--- config.mk ---
export PLATFORM = sky130hd
export DESIGN_NAME = midi_voice_allocator
export DESIGN_NICKNAME = d
export VERILOG_FILES = /design/src/rtl/midi_voice_allocator.sv
export SDC_FILE = /design/constraint.sdc
export NUM_CORES = 1
export LEC_CHECK = 0
export BUFFER_PORTS_ARGS = -buffer_cell sky130_fd_sc_hd__buf_2
export CELL_PAD_IN_SITES_DETAIL_PLACEMENT = 0
export CELL_PAD_IN_SITES_GLOBAL_PLACEMENT = 1
export CORE_MARGIN = 2
export CORE_UTILIZATION = 40
export CTS_CLUSTER_DIAMETER = 60
export DETAILED_ROUTE_END_ITERATION = 7
export GPL_TIMING_DRIVEN = 1
export PLACE_DENSITY_LB_ADDON = 0.1
export SYNTH_ARGS = -nofsm -noshare
export SYNTH_HDL_FRONTEND = slang
export SYNTH_SLANG_ARGS = --single-unit
--- constraint.sdc ---
create_clock -name clk_100mhz -period 6.7 [get_ports clk_100mhz]
set_clock_uncertainty 0.2 [all_clocks]
set_input_delay 0.335 -clock clk_100mhz [delete_from_list [all_inputs] [get_ports clk_100mhz]]
set_output_delay 0.335 -clock clk_100mhz [all_outputs]
set_load 0.02 [all_outputs]
--- src/rtl/midi_voice_allocator.sv ---
// Polyphonic voice allocator: accepts one note event at a time, scans every voice once,
// then commits a retrigger / lowest-free / steal-oldest assignment to the oscillator bank.
module midi_voice_allocator #(
    parameter int NUM_VOICES = 8,
    parameter int AGE_W      = 8
) (
    input  logic                    clk_100mhz,
    input  logic                    rst_in,
    input  logic                    ev_valid,
    output logic                    ev_ready,
    input  logic                    ev_on,
    input  logic [6:0]              ev_note,
    input  logic [6:0]              ev_vel,
    input  logic                    panic,
    output logic [NUM_VOICES-1:0]   voice_active,
    output logic [7*NUM_VOICES-1:0] voice_note,
    output logic [7*NUM_VOICES-1:0] voice_vel,
    output logic [NUM_VOICES-1:0]   voice_trig,
    output logic [NUM_VOICES-1:0]   voice_release,
    output logic                    steal
);
    localparam int IDX_W = $clog2(NUM_VOICES);
    localparam logic [IDX_W-1:0] LAST_IDX = IDX_W'(NUM_VOICES - 1);
    localparam logic [AGE_W-1:0] AGE_MAX  = {AGE_W{1'b1}};

    typedef enum logic [1:0] {
        IDLE   = 2'd0,
        SCAN   = 2'd1,
        COMMIT = 2'd2
    } state_t;

    state_t                state_q, state_d;
    logic                  ready_q, ready_d;
    logic                  ev_on_q, ev_on_d;
    logic [6:0]            ev_note_q, ev_note_d;
    logic [6:0]            ev_vel_q, ev_vel_d;
    logic [IDX_W-1:0]      scan_idx_q, scan_idx_d;
    logic                  match_hit_q, match_hit_d;
    logic                  free_hit_q, free_hit_d;
    logic                  old_hit_q, old_hit_d;
    logic [IDX_W-1:0]      match_idx_q, match_idx_d;
    logic [IDX_W-1:0]      free_idx_q, free_idx_d;
    logic [IDX_W-1:0]      old_idx_q, old_idx_d;
    logic [AGE_W-1:0]      old_age_q, old_age_d;
    logic [NUM_VOICES-1:0] active_q, active_d;
    logic [NUM_VOICES-1:0] trig_q, trig_d;
    logic [NUM_VOICES-1:0] rel_q, rel_d;
    logic                  steal_q, steal_d;
    logic [6:0]            note_q [NUM_VOICES];
    logic [6:0]            note_d [NUM_VOICES];
    logic [6:0]            vel_q  [NUM_VOICES];
    logic [6:0]            vel_d  [NUM_VOICES];
    logic [AGE_W-1:0]      age_q  [NUM_VOICES];
    logic [AGE_W-1:0]      age_d  [NUM_VOICES];

    logic                  cur_match_s, cur_free_s, cur_old_s;
    logic [IDX_W-1:0]      target_s;

    // Next-state and next-voice computation; panic overrides every state.
    always_comb begin
        state_d     = state_q;
        ready_d     = ready_q;
        ev_on_d     = ev_on_q;
        ev_note_d   = ev_note_q;
        ev_vel_d    = ev_vel_q;
        scan_idx_d  = scan_idx_q;
        match_hit_d = match_hit_q;
        free_hit_d  = free_hit_q;
        old_hit_d   = old_hit_q;
        match_idx_d = match_idx_q;
        free_idx_d  = free_idx_q;
        old_idx_d   = old_idx_q;
        old_age_d   = old_age_q;
        active_d    = active_q;
        note_d      = note_q;
        vel_d       = vel_q;
        age_d       = age_q;
        trig_d      = {NUM_VOICES{1'b0}};
        rel_d       = {NUM_VOICES{1'b0}};
        steal_d     = 1'b0;
        target_s    = {IDX_W{1'b0}};
        cur_match_s = 1'b0;
        cur_free_s  = 1'b0;
        cur_old_s   = 1'b0;

        if (panic) begin
            state_d  = IDLE;
            ready_d  = 1'b1;
            rel_d    = active_q;
            active_d = {NUM_VOICES{1'b0}};
            for (int i = 0; i < NUM_VOICES; i++) begin
                age_d[i] = {AGE_W{1'b0}};
            end
        end else begin
            case (state_q)
                IDLE: begin
                    ready_d = 1'b1;
                    if (ev_valid && ready_q) begin
                        state_d     = SCAN;
                        ready_d     = 1'b0;
                        ev_on_d     = ev_on && (ev_vel != 7'd0);
                        ev_note_d   = ev_note;
                        ev_vel_d    = ev_vel;
                        scan_idx_d  = {IDX_W{1'b0}};
                        match_hit_d = 1'b0;
                        free_hit_d  = 1'b0;
                        old_hit_d   = 1'b0;
                    end else begin
                        state_d = IDLE;
                    end
                end
                SCAN: begin
                    // Each tracker latches only its first qualifying voice, which gives lowest-index ties.
                    cur_match_s = active_q[scan_idx_q] && (note_q[scan_idx_q] == ev_note_q) && !match_hit_q;
                    cur_free_s  = !active_q[scan_idx_q] && !free_hit_q;
                    cur_old_s   = active_q[scan_idx_q] && (!old_hit_q || (age_q[scan_idx_q] > old_age_q));
                    match_hit_d = match_hit_q | cur_match_s;
                    match_idx_d = cur_match_s ? scan_idx_q : match_idx_q;
                    free_hit_d  = free_hit_q | cur_free_s;
                    free_idx_d  = cur_free_s ? scan_idx_q : free_idx_q;
                    old_hit_d   = old_hit_q | cur_old_s;
                    old_idx_d   = cur_old_s ? scan_idx_q : old_idx_q;
                    old_age_d   = cur_old_s ? age_q[scan_idx_q] : old_age_q;
                    if (scan_idx_q == LAST_IDX) begin
                        state_d = COMMIT;
                    end else begin
                        scan_idx_d = scan_idx_q + 1'b1;
                    end
                end
                COMMIT: begin
                    state_d = IDLE;
                    ready_d = 1'b1;
                    if (ev_on_q) begin
                        target_s = match_hit_q ? match_idx_q : (free_hit_q ? free_idx_q : old_idx_q);
                        steal_d  = !match_hit_q && !free_hit_q;
                        for (int i = 0; i < NUM_VOICES; i++) begin
                            if (IDX_W'(i) == target_s) begin
                                active_d[i] = 1'b1;
                                note_d[i]   = ev_note_q;
                                vel_d[i]    = ev_vel_q;
                                age_d[i]    = {AGE_W{1'b0}};
                                trig_d[i]   = 1'b1;
                            end else if (active_q[i] && (age_q[i] != AGE_MAX)) begin
                                age_d[i] = age_q[i] + 1'b1;
                            end else begin
                                age_d[i] = age_q[i];
                            end
                        end
                    end else if (match_hit_q) begin
                        // Note and velocity stay put so the envelope can finish its release.
                        active_d[match_idx_q] = 1'b0;
                        age_d[match_idx_q]    = {AGE_W{1'b0}};
                        rel_d[match_idx_q]    = 1'b1;
                    end else begin
                        active_d = active_q;
                    end
                end
                default: begin
                    state_d = IDLE;
                    ready_d = 1'b0;
                end
            endcase
        end
    end

    // State, event capture, scan trackers and voice registers.
    always_ff @(posedge clk_100mhz or posedge rst_in) begin
        if (rst_in) begin
            state_q     <= IDLE;
            ready_q     <= 1'b0;
            ev_on_q     <= 1'b0;
            ev_note_q   <= 7'd0;
            ev_vel_q    <= 7'd0;
            scan_idx_q  <= {IDX_W{1'b0}};
            match_hit_q <= 1'b0;
            free_hit_q  <= 1'b0;
            old_hit_q   <= 1'b0;
            match_idx_q <= {IDX_W{1'b0}};
            free_idx_q  <= {IDX_W{1'b0}};
            old_idx_q   <= {IDX_W{1'b0}};
            old_age_q   <= {AGE_W{1'b0}};
            active_q    <= {NUM_VOICES{1'b0}};
            trig_q      <= {NUM_VOICES{1'b0}};
            rel_q       <= {NUM_VOICES{1'b0}};
            steal_q     <= 1'b0;
            for (int i = 0; i < NUM_VOICES; i++) begin
                note_q[i] <= 7'd0;
                vel_q[i]  <= 7'd0;
                age_q[i]  <= {AGE_W{1'b0}};
            end
        end else begin
            state_q     <= state_d;
            ready_q     <= ready_d;
            ev_on_q     <= ev_on_d;
            ev_note_q   <= ev_note_d;
            ev_vel_q    <= ev_vel_d;
            scan_idx_q  <= scan_idx_d;
            match_hit_q <= match_hit_d;
            free_hit_q  <= free_hit_d;
            old_hit_q   <= old_hit_d;
            match_idx_q <= match_idx_d;
            free_idx_q  <= free_idx_d;
            old_idx_q   <= old_idx_d;
            old_age_q   <= old_age_d;
            active_q    <= active_d;
            trig_q      <= trig_d;
            rel_q       <= rel_d;
            steal_q     <= steal_d;
            note_q      <= note_d;
            vel_q       <= vel_d;
            age_q       <= age_d;
        end
    end

    genvar g;
    generate
        for (g = 0; g < NUM_VOICES; g++) begin : g_pack
            assign voice_note[7*g +: 7] = note_q[g];
            assign voice_vel[7*g +: 7]  = vel_q[g];
        end
    endgenerate

    assign ev_ready      = ready_q;
    assign voice_active  = active_q;
    assign voice_trig    = trig_q;
    assign voice_release = rel_q;
    assign steal         = steal_q;

endmodule

==> results of run 1 <==
## area by class of cell
class / count / area (sq um) / area share (%)
Sequential cell: 242 / 6060 / 43.3
Tap cell: 384 / 480 / 3.43
Clock inverter: 15 / 173 / 1.23
Multi-Input combinational cell: 698 / 5250 / 37.5
Clock buffer: 42 / 907 / 6.48
Inverter: 24 / 93.8 / 0.670
Timing Repair Buffer: 184 / 1040 / 7.45
## cell families (layout without fill, tap and decap cells)
| logic type | after synthesis | after routing | synth area share [%] |
|---|---|---|---|
| AOI/OAI and AO/OA | 189 | 189 | 10.0 |
| xor gates and xnor gates | 5 | 5 | 0.375 |
| adders and majority gates | 18 | 18 | 1.93 |
| buffers and inverters | 70 | 265 | 3.28 |
| DFF | 242 | 242 | 51.9 |
| muxes | 175 | 175 | 19.8 |
| and+or+nand+nor | 311 | 311 | 12.8 |
## state kept, by name (all words and copies together), names as in the netlist, 2 cells and up
name           cells
voice_note        56
voice_active       8
ev_note_q          7
age_q             64
old_idx_q          3
match_idx_q        3
ev_vel_q           7
voice_vel         56
free_idx_q         3
old_age_q          8
voice_release      8
state_q            2
voice_trig         8
scan_idx_q         3
## critical path, delay by kind of cell (launching register included)
family                     cells  cell delay, ps
and+or+nand+nor                3             390
muxes                          2             920
adders and majority gates      1             310
AOI/OAI and AO/OA              4            1170
DFF                            1             820
buffers and inverters          1             300
## report_power, final
part | internal [mW] | switching [mW] | leakage [nW] | total, mW
clock | 1.06 | 0.665 | 0.529 | 1.73
combinational | 0.211 | 0.337 | 3.15 | 0.548
sequential | 1.55 | 0.119 | 3.32 | 1.67
## repair_timing
item,4_1_cts,5_1_grt
buffers inserted,0,0
endpoints found under the setup margin,0,0
hold endpoints to repair,79,0
hold buffers,16,0
## metal layers
metal  routed length, microns  GRT usage, %  share of wire [%]  vias up
li1                         -             -                  -     4026
met2                    15300          34.6                 47      198
met1                    15300          30.5                 47     4331
met3                     1610          4.07                4.9       51
met4                      645          5.00                2.0        0
met5                        0             0                  0        -
## stage by stage
stage,worst slack [ps],utilization (%),hold WS [ps],instances,instance area [sq um]
CTS,2440,48.8,45.6,1589,14000
finish,2440,48.8,55.2,1589,14000
floorplan,2990,-,240,1010,11700
global route,2150,48.8,45.0,1589,14000
global placement,2530,44.5,271,1516,12800
detailed placement,2450,44.5,279,1516,12800
## synth_stat cells (2+ instances only)
library cell,instances
and2_1,9
o21bai_1,4
nand4_1,3
nand2_1,131
mux2_2,126
a211oi_1,3
buf_6,9
nand2b_1,14
and3_1,26
o21ai_2,2
a211o_1,5
nor3b_1,4
a21oi_1,15
nor3_2,2
nor2_1,48
a221o_1,8
nor3_1,20
mux2i_1,20
clkbuf_1,10
nand3_1,22
nor2b_1,5
buf_4,2
buf_2,20
mux4_2,20
inv_1,22
dfrtp_1,242
buf_1,3
a22o_1,4
ha_1,18
nand3b_1,3
a31oi_1,9
or3_1,15
a22oi_1,3
o21a_1,4
o21ai_0,99
a21o_1,8
nor4_1,2
xor2_1,4
o31ai_1,17
mux4_1,9
## worst max path at each step
| stage | start | endpoint | slack [ps] |
|---|---|---|---|
| 6_report | scan_idx_q[0] | old_idx_q[0] | 2440 |
| 5_1_grt | scan_idx_q[0] | old_age_q[4] | 2150 |
| 4_1_cts | scan_idx_q[0] | old_idx_q[2] | 2440 |
| 3_5_place_dp | scan_idx_q[0] | old_idx_q[1] | 2450 |
| 3_3_place_gp | scan_idx_q[0] | old_age_q[4] | 2530 |
| 2_1_floorplan | rst_in | age_q[0] | 2990 |
==> results.py, run 1 <==
metrics = {
    "critical_path": {
        "crit_arrival_ps": 4500,
        "rrSetupSlack_ps": 2440,
        "reg2reg_to": "old_idx_q[0]",
        "cp-end-kind": "register",
        "slowest_stage": "a211oi_1",
        "crit_path_start_kind": "register",
        "path_cells": "mux4_2 -> nand2_1 -> nand2_1 -> ha_1 -> and4b_1 -> a211oi_1 -> o211ai_1 -> o21ai_0 -> a211oi_1 -> buf_4 -> mux2_2",
        "setup.worst_path.class": "register to register",
        "r2r_start": "scan_idx_q[0]",
        "rr_worst_depth": 11,
        "required_ps": 6940,
        "max_stage_delay_ps": 850,
        "crit_fanout": 23,
    },
    "finish": {
        "layout-drive-gt1-share_pct": 32.1,
        "nFillCells": 2706,
        "syn2layout_area_growth_pct": 20.0,
        "final_cell_mix": "241 x dfrtp_1, 156 x buf_2, 131 x nand2_1",
        "diodes": 0,
        "nNetsFinal": 1218,
        "layout.cells.most_common": "dfrtp_1",
    },
    "run_status": {
        "status": "completed",
    },
    "power": {
        "leakage_nw": 7.00,
        "p_per_area_nw_per_um2": 282,
        "vdd_drop_max_v": 0.000159,
        "finalPower_mw": 3.95,
    },
    "timing": {
        "tightest_slew_ps": 1130,
        "layout_min_cycle_time_ps": 4260,
        "finalCritPeriodShare_pct": 63.6,
        "maxSlewHeadroom_pct": 24.4,
        "rsz0062_at_grt": "false",
        "setup_tns_ps": 0,
        "setup_viol": 0,
        "finalHoldViolCount": 0,
        "max_freq_mhz": 235,
        "report.final.slew_viol_count": 0,
    },
    "global_routing": {
        "grt_max_degree": 179,
        "grt_pass1_wl_microns": 51900,
        "antenna_found_initial": 0,
        "first_global_vias": 8770,
        "grt_usage_pct": 21.6,
        "gr-total-overflow": 0,
    },
    "cts": {
        "clock-root-buffer": "clkbuf_16",
        "htree_levels": 1,
        "numCtsBuffers": 31,
        "cts.sinks": 242,
        "ctsResizeCount": 0,
        "clkLatencyLatePin_ps": 560,
        "cts.clk_slew.worst_paths_ps": 60,
        "cts_buffer_depth": 3,
        "cts_tree": "yes",
    },
    "floorplan": {
        "dieArea_sq_um": 30600,
        "die_w_microns": 175,
        "row_count": 62,
        "num_io_pins": 157,
        "die_y_microns": 175,
        "start_util_pct": 40.7,
        "design.core.area_sq_um": 28700,
    },
    "synth": {
        "synth_nets": 1047,
        "netlist_instances": 1010,
        "synth-edff-count": 0,
        "synth.top_cell.area_share_pct": 51.9,
        "ys_seq_area_share_pct": 51.9,
        "ys_types": 60,
        "synth.avg_cell_area_sq_um": 11.6,
        "synth-warning-count": 0,
        "synth_ff_type": "dfrtp_1",
        "yosysTopAreaCell": "dfrtp_1",
        "synth-seq-cells": 242,
        "netlist_area_sq_um": 11700,
        "synth_area_leaders": "dfrtp_1 52%, mux2_2 12%, o21ai_0 4.2%",
        "synth-async-reset-ratio_pct": 100,
    },
    "detailed_routing": {
        "wl_per_cell_microns": 20.7,
        "drc_errors": 0,
        "route.vias.total": 8606,
        "vias_per_cell": 5.42,
        "postRouteAntennaNets": 0,
        "drtIter0Drc": 388,
        "routed_wl_microns": 32900,
        "dr.pass1.iters": 4,
    },
    "hold_path": {
        "holdPathStages": 3,
        "min-delay-start": "ev_valid",
        "hold_end": "ev_ready",
        "hold_class": "input port to register",
    },
    "flow_run": {
        "max-cap-violations": 0,
    },
    "placed_design": {
        "gp_congestion": 0.815,
        "place_hpwl_microns": 22200,
        "port-buffer-count": 156,
    },
}
Note: power is estimated with default switching activity, not from simulation.
==> run 2, diff against run 1 <==
==> constraint.sdc (replaced) <==
create_clock -name clk_100mhz -period 4.2 [get_ports clk_100mhz]
set_clock_uncertainty 0.2 [all_clocks]
set_input_delay 0.21 -clock clk_100mhz [delete_from_list [all_inputs] [get_ports clk_100mhz]]
set_output_delay 0.21 -clock clk_100mhz [all_outputs]
set_load 0.02 [all_outputs]
==> results.py, run 2 (same netlist as run 1, synthesis figures left out) <==
metrics = {
    "timing": {
        "setup_viol": 0,
        "maxSlewHeadroom_pct": 34.7,
        "finalHoldViolCount": 0,
        "report.final.slew_viol_count": 0,
        "layout_min_cycle_time_ps": 3700,
        "max_freq_mhz": 270,
        "finalCritPeriodShare_pct": 88.2,
        "tightest_slew_ps": 977,
        "rsz0062_at_grt": "false",
        "setup_ws_ps": 496,
        "setup_tns_ps": 0,
    },
    "run_status": {
        "status": "completed",
    },
    "cts": {
        "cts.sinks": 242,
        "numCtsBuffers": 29,
        "cts_tree": "yes",
        "ctsResizeCount": 0,
        "cts.clk_slew.worst_paths_ps": 60,
        "clock-root-buffer": "clkbuf_16",
        "cts_buffer_depth": 3,
        "clkLatencyLatePin_ps": 560,
        "htree_levels": 1,
    },
    "floorplan": {
        "num_io_pins": 157,
        "row_count": 62,
        "design.core.area_sq_um": 28700,
        "start_util_pct": 40.7,
        "dieArea_sq_um": 30600,
        "die_w_microns": 175,
        "die_y_microns": 175,
    },
    "critical_path": {
        "crit_fanout": 17,
        "path_cells": "mux4_2 -> nand2_1 -> nand2_1 -> ha_1 -> and4b_1 -> a211oi_1 -> o211ai_1 -> o21ai_0 -> a211oi_1 -> buf_4 -> mux2_2",
        "setup.worst_path.class": "register to register",
        "required_ps": 4430,
        "reg2reg_to": "old_idx_q[0]",
        "crit_path_start_kind": "register",
        "crit_arrival_ps": 3930,
        "slowest_stage": "dfrtp_2",
        "max_stage_delay_ps": 700,
        "rr_worst_depth": 11,
        "cp-end-kind": "register",
        "rrSetupSlack_ps": 500,
        "r2r_start": "scan_idx_q[0]",
    },
    "finish": {
        "final_core_util_pct": 48.8,
        "fin_cells": 1593,
        "nNetsFinal": 1228,
        "final_cell_mix": "241 x dfrtp_1, 156 x buf_2, 131 x nand2_1",
        "diodes": 0,
        "layout-drive-gt1-share_pct": 31.8,
        "top_register": "age_q",
        "syn2layout_area_growth_pct": 20.0,
        "layout.cells.most_common": "dfrtp_1",
        "largest_reg_flops": 64,
    },
    "detailed_routing": {
        "vias_per_cell": 5.44,
        "wl_per_cell_microns": 20.7,
        "postRouteAntennaNets": 0,
        "dr.pass1.iters": 5,
        "routed_wl_microns": 32900,
        "drtIter0Drc": 528,
        "drc_errors": 0,
        "route.vias.total": 8672,
    },
    "global_routing": {
        "grt_max_degree": 67,
        "gr-total-overflow": 0,
        "grt_usage_pct": 21.6,
        "grt_pass1_wl_microns": 51800,
        "first_global_vias": 8749,
        "antenna_found_initial": 0,
    },
    "placed_design": {
        "placed_cells": 1525,
        "gp_congestion": 0.834,
        "place_hpwl_microns": 22800,
        "port-buffer-count": 156,
        "place_ws_ps": 459,
    },
    "power": {
        "vdd_drop_max_v": 0.000303,
        "p_per_area_nw_per_um2": 438,
        "leakage_nw": 7.01,
        "finalPower_mw": 6.13,
    },
    "hold_path": {
        "hold_class": "input port to asynchronous set/reset pin",
    },
    "flow_run": {
        "max-cap-violations": 0,
    },
}
run 2: changes by cell type in the layout (fill, tap and decap cells not counted), sizes merged:
| cell | change |
|---|---|
| clkinv | -4 |
| inv | -1 |
| dlygate4sd3 | +3 |
| clkbuf | -1 |
| buf | +9 |
| clkinvlp | -2 |
run 2: through the flow:
stage	hold slack, ps	area, sq um
after global routing	175	14000
after floorplan	115	11700
after CTS	104	14000
final	109	14000
after global placement	159	12800
after detailed placement	157	12800
run 2: cell type report:
| cell class | instances | area, sq um |
|---|---|---|
| repair buffers | 196 | 1150 |
| clock buffers | 41 | 841 |
| multi-input cells | 698 | 5250 |
| flip-flops and latches | 242 | 6060 |
| clock inverters | 8 | 136 |
| well taps | 384 | 480 |
| inverters | 24 | 93.8 |
| fillers | 2678 | 14700 |
run 2: critical path, delay by kind of cell (launching register included):
kind	cells	cell delay, ps
compound gates	4	800
fa+ha+maj	1	310
buf+inv	1	280
flops	1	700
mux	2	910
simple gates	3	380
run 2: power breakdown:
group | internal [mW] | switching [mW] | leakage, nW
clock | 1.57 | 0.996 | 0.478
combinational | 0.349 | 0.541 | 3.22
sequential | 2.48 | 0.195 | 3.32
total | 4.40 | 1.73 | 7.01
run 2: timing repair:
item / 4_1_cts / 5_1_grt
setup buffers: 0 / 0
hold buffers: 19 / 0
hold endpoints to repair: 51 / 0
run 2: worst max path at each step:
| stage | depth (start not counted) | end | from |
|---|---|---|---|
| final | 11 | old_idx_q[0] | scan_idx_q[0] |
| after floorplan | 1 | age_q[0] | rst_in |
| after global routing | 11 | old_age_q[2] | scan_idx_q[0] |
| after detailed placement | 11 | old_age_q[2] | scan_idx_q[0] |
| after CTS | 11 | old_idx_q[0] | scan_idx_q[0] |
| after global placement | 11 | old_age_q[2] | scan_idx_q[0] |
run 2: per-layer routing:
metal  routed length, microns  share of wire [%]  up-vias  GRT usage (%)
met5                        0                  0        -              0
met4                      741                2.3        0           5.35
met3                     2040                6.2       52           4.90
met2                    15400                 47      244           34.7
met1                    14700                 45     4343           29.7
li1                         -                  -     4033              -
==> run 3, diff against run 2 <==
--- a/config.mk
+++ b/config.mk
@@ -8,6 +8,7 @@
 export BUFFER_PORTS_ARGS = -buffer_cell sky130_fd_sc_hd__buf_2
 export CELL_PAD_IN_SITES_DETAIL_PLACEMENT = 0
 export CELL_PAD_IN_SITES_GLOBAL_PLACEMENT = 1
+export CORE_ASPECT_RATIO = 0.9
 export CORE_MARGIN = 2
 export CORE_UTILIZATION = 40
 export CTS_CLUSTER_DIAMETER = 60
==> results.py, run 3 (same netlist as run 1, synthesis figures left out) <==
metrics = {
    "placed_design": {
        "gp_congestion": 0.804,
        "place_hpwl_microns": 22900,
        "place_ws_ps": 589,
        "port-buffer-count": 156,
    },
    "timing": {
        "setup_viol": 0,
        "layout_min_cycle_time_ps": 3620,
        "finalHoldViolCount": 0,
        "setup_ws_ps": 576,
        "report.final.slew_viol_count": 0,
        "finalCritPeriodShare_pct": 86.3,
        "setup_tns_ps": 0,
        "max_freq_mhz": 276,
        "maxSlewHeadroom_pct": 29.6,
        "tightest_slew_ps": 1050,
        "rsz0062_at_grt": "false",
    },
    "finish": {
        "nNetsFinal": 1231,
        "nFillCells": 2676,
        "final_cell_mix": "241 x dfrtp_1, 156 x buf_2, 131 x nand2_1",
        "layout.cells.most_common": "dfrtp_1",
        "largest_reg_flops": 64,
        "regArea_sq_um": 6060,
        "syn2layout_area_growth_pct": 20.0,
        "diodes": 0,
        "layout-drive-gt1-share_pct": 32.6,
        "multi_input_area_sq_um": 5250,
        "top_register": "age_q",
    },
    "detailed_routing": {
        "vias_per_cell": 5.48,
        "route.vias.total": 8673,
        "wl_per_cell_microns": 20.7,
        "routed_wl_microns": 32700,
        "drc_errors": 0,
        "drtIter0Drc": 512,
        "dr.pass1.iters": 5,
        "postRouteAntennaNets": 0,
    },
    "cts": {
        "postCtsHoldBufs": 18,
        "clock-root-buffer": "clkbuf_16",
        "cts_buffer_depth": 3,
        "cts.clk_slew.worst_paths_ps": 60,
        "cts.sinks": 242,
        "htree_levels": 1,
        "ctsResizeCount": 0,
        "cts_tree": "yes",
        "clkLatencyLatePin_ps": 550,
        "numCtsBuffers": 29,
        "post-cts-setup-buffers": 0,
    },
    "floorplan": {
        "start_util_pct": 40.5,
        "die_y_microns": 166,
        "dieArea_sq_um": 30600,
        "num_io_pins": 157,
        "design.core.area_sq_um": 28800,
        "row_count": 59,
        "die_w_microns": 184,
    },
    "critical_path": {
        "max_stage_delay_ps": 790,
        "crit_start": "scan_idx_q[0]",
        "r2r_start": "scan_idx_q[0]",
        "crit_fanout": 21,
        "cp-end-kind": "register",
        "crit_arrival_ps": 3840,
        "slowest_stage": "dfrtp_2",
        "required_ps": 4420,
        "crit_path_start_kind": "register",
        "setup.worst_path.class": "register to register",
        "path_cells": "mux4_2 -> nand2_1 -> nand2_1 -> ha_1 -> and4b_1 -> a211oi_1 -> o211ai_1 -> o21ai_0 -> a211oi_1 -> buf_4 -> mux2_2",
    },
    "power": {
        "clkPwrFrac_pct": 41.6,
        "p_int_mw": 4.34,
        "vdd_drop_max_v": 0.000364,
        "p_comb_share_pct": 14.7,
        "leakage_nw": 7.03,
        "swShare_pct": 28.7,
        "switching_power_mw": 1.75,
        "p_per_area_nw_per_um2": 435,
        "seqPwrFrac_pct": 43.7,
    },
    "global_routing": {
        "gr-total-overflow": 0,
        "first_global_vias": 8547,
        "grt_usage_pct": 21.6,
        "grt_pass1_wl_microns": 51300,
        "antenna_found_initial": 0,
        "grt_max_degree": 66,
    },
    "flow_run": {
        "max-cap-violations": 0,
    },
    "run_status": {
        "status": "completed",
    },
    "hold_path": {
        "hold_class": "input port to asynchronous set/reset pin",
    },
}
## run 3: changes by cell type in the layout (fill, tap and decap cells not counted), moves of 3 or more
cell and delta:
buf_4 +4, clkinv_2 +5, clkbuf_1 -3, inv_6 +3
## run 3: area by class of cell
class	instances	area share, %
timing repair buffer	199	8.38
sequential	242	43.3
inverter	24	0.670
clock buffer	38	5.92
multi-input combinational	698	37.5
clock inverter	15	1.04
tap	366	3.27
## run 3: critical path: cells and delay by family, from the launching register on
family	cells	cell delay, ps
adder cells (fa/ha/maj)	1	320
AND/OR/NAND/NOR	3	390
buffers and inverters	1	220
multiplexers	2	940
flip-flops	1	790
AO/OA/AOI/OAI	4	640
## run 3: worst paths after layout
check                                   endpoint  slack [ps]  cells past startpoint
worst max-delay path                old_idx_q[1]         580                     11
worst min-delay path            voice_release[6]         160                      3
worst max register to register      old_idx_q[1]         580                     11
worst min register to register     voice_vel[19]         300                      1
max in group asynchronous              age_q[43]        2660                      4
min in group clk_100mhz             ev_note_q[5]         180                      4
## run 3: power groups by stage
stage | logic (mW) | registers [mW] | clock network, mW
2_1_floorplan | 0.560 | 2.73 | 0
3_5_place_dp | 0.888 | 2.70 | 0
4_1_cts | 0.904 | 2.66 | 2.59
6_report | 0.896 | 2.66 | 2.54
3_3_place_gp | 0.880 | 2.70 | 0
5_1_grt | 0.973 | 2.69 | 2.69
## run 3: routing by layer
layer / part of all wire [%] / GRT usage, % / up-vias
met4: 2.0 / 4.87 / 0
met5: 0 / 0 / -
met3: 5.3 / 3.18 / 46
met1: 50 / 33.1 / 4328
li1: - / - / 4056
met2: 43 / 32.4 / 243
## run 3: metrics by stage
step	power (mW)	area, sq um	utilization (%)	cells	hold WS (ps)
finish	6.09	14000	48.6	1582	163
global route	6.35	14000	48.6	1582	200
CTS	6.15	14000	48.6	1582	170
detailed placement	3.59	12800	44.6	1511	204
global placement	3.58	12800	44.6	1511	198
floorplan	3.29	11700	-	1010	115
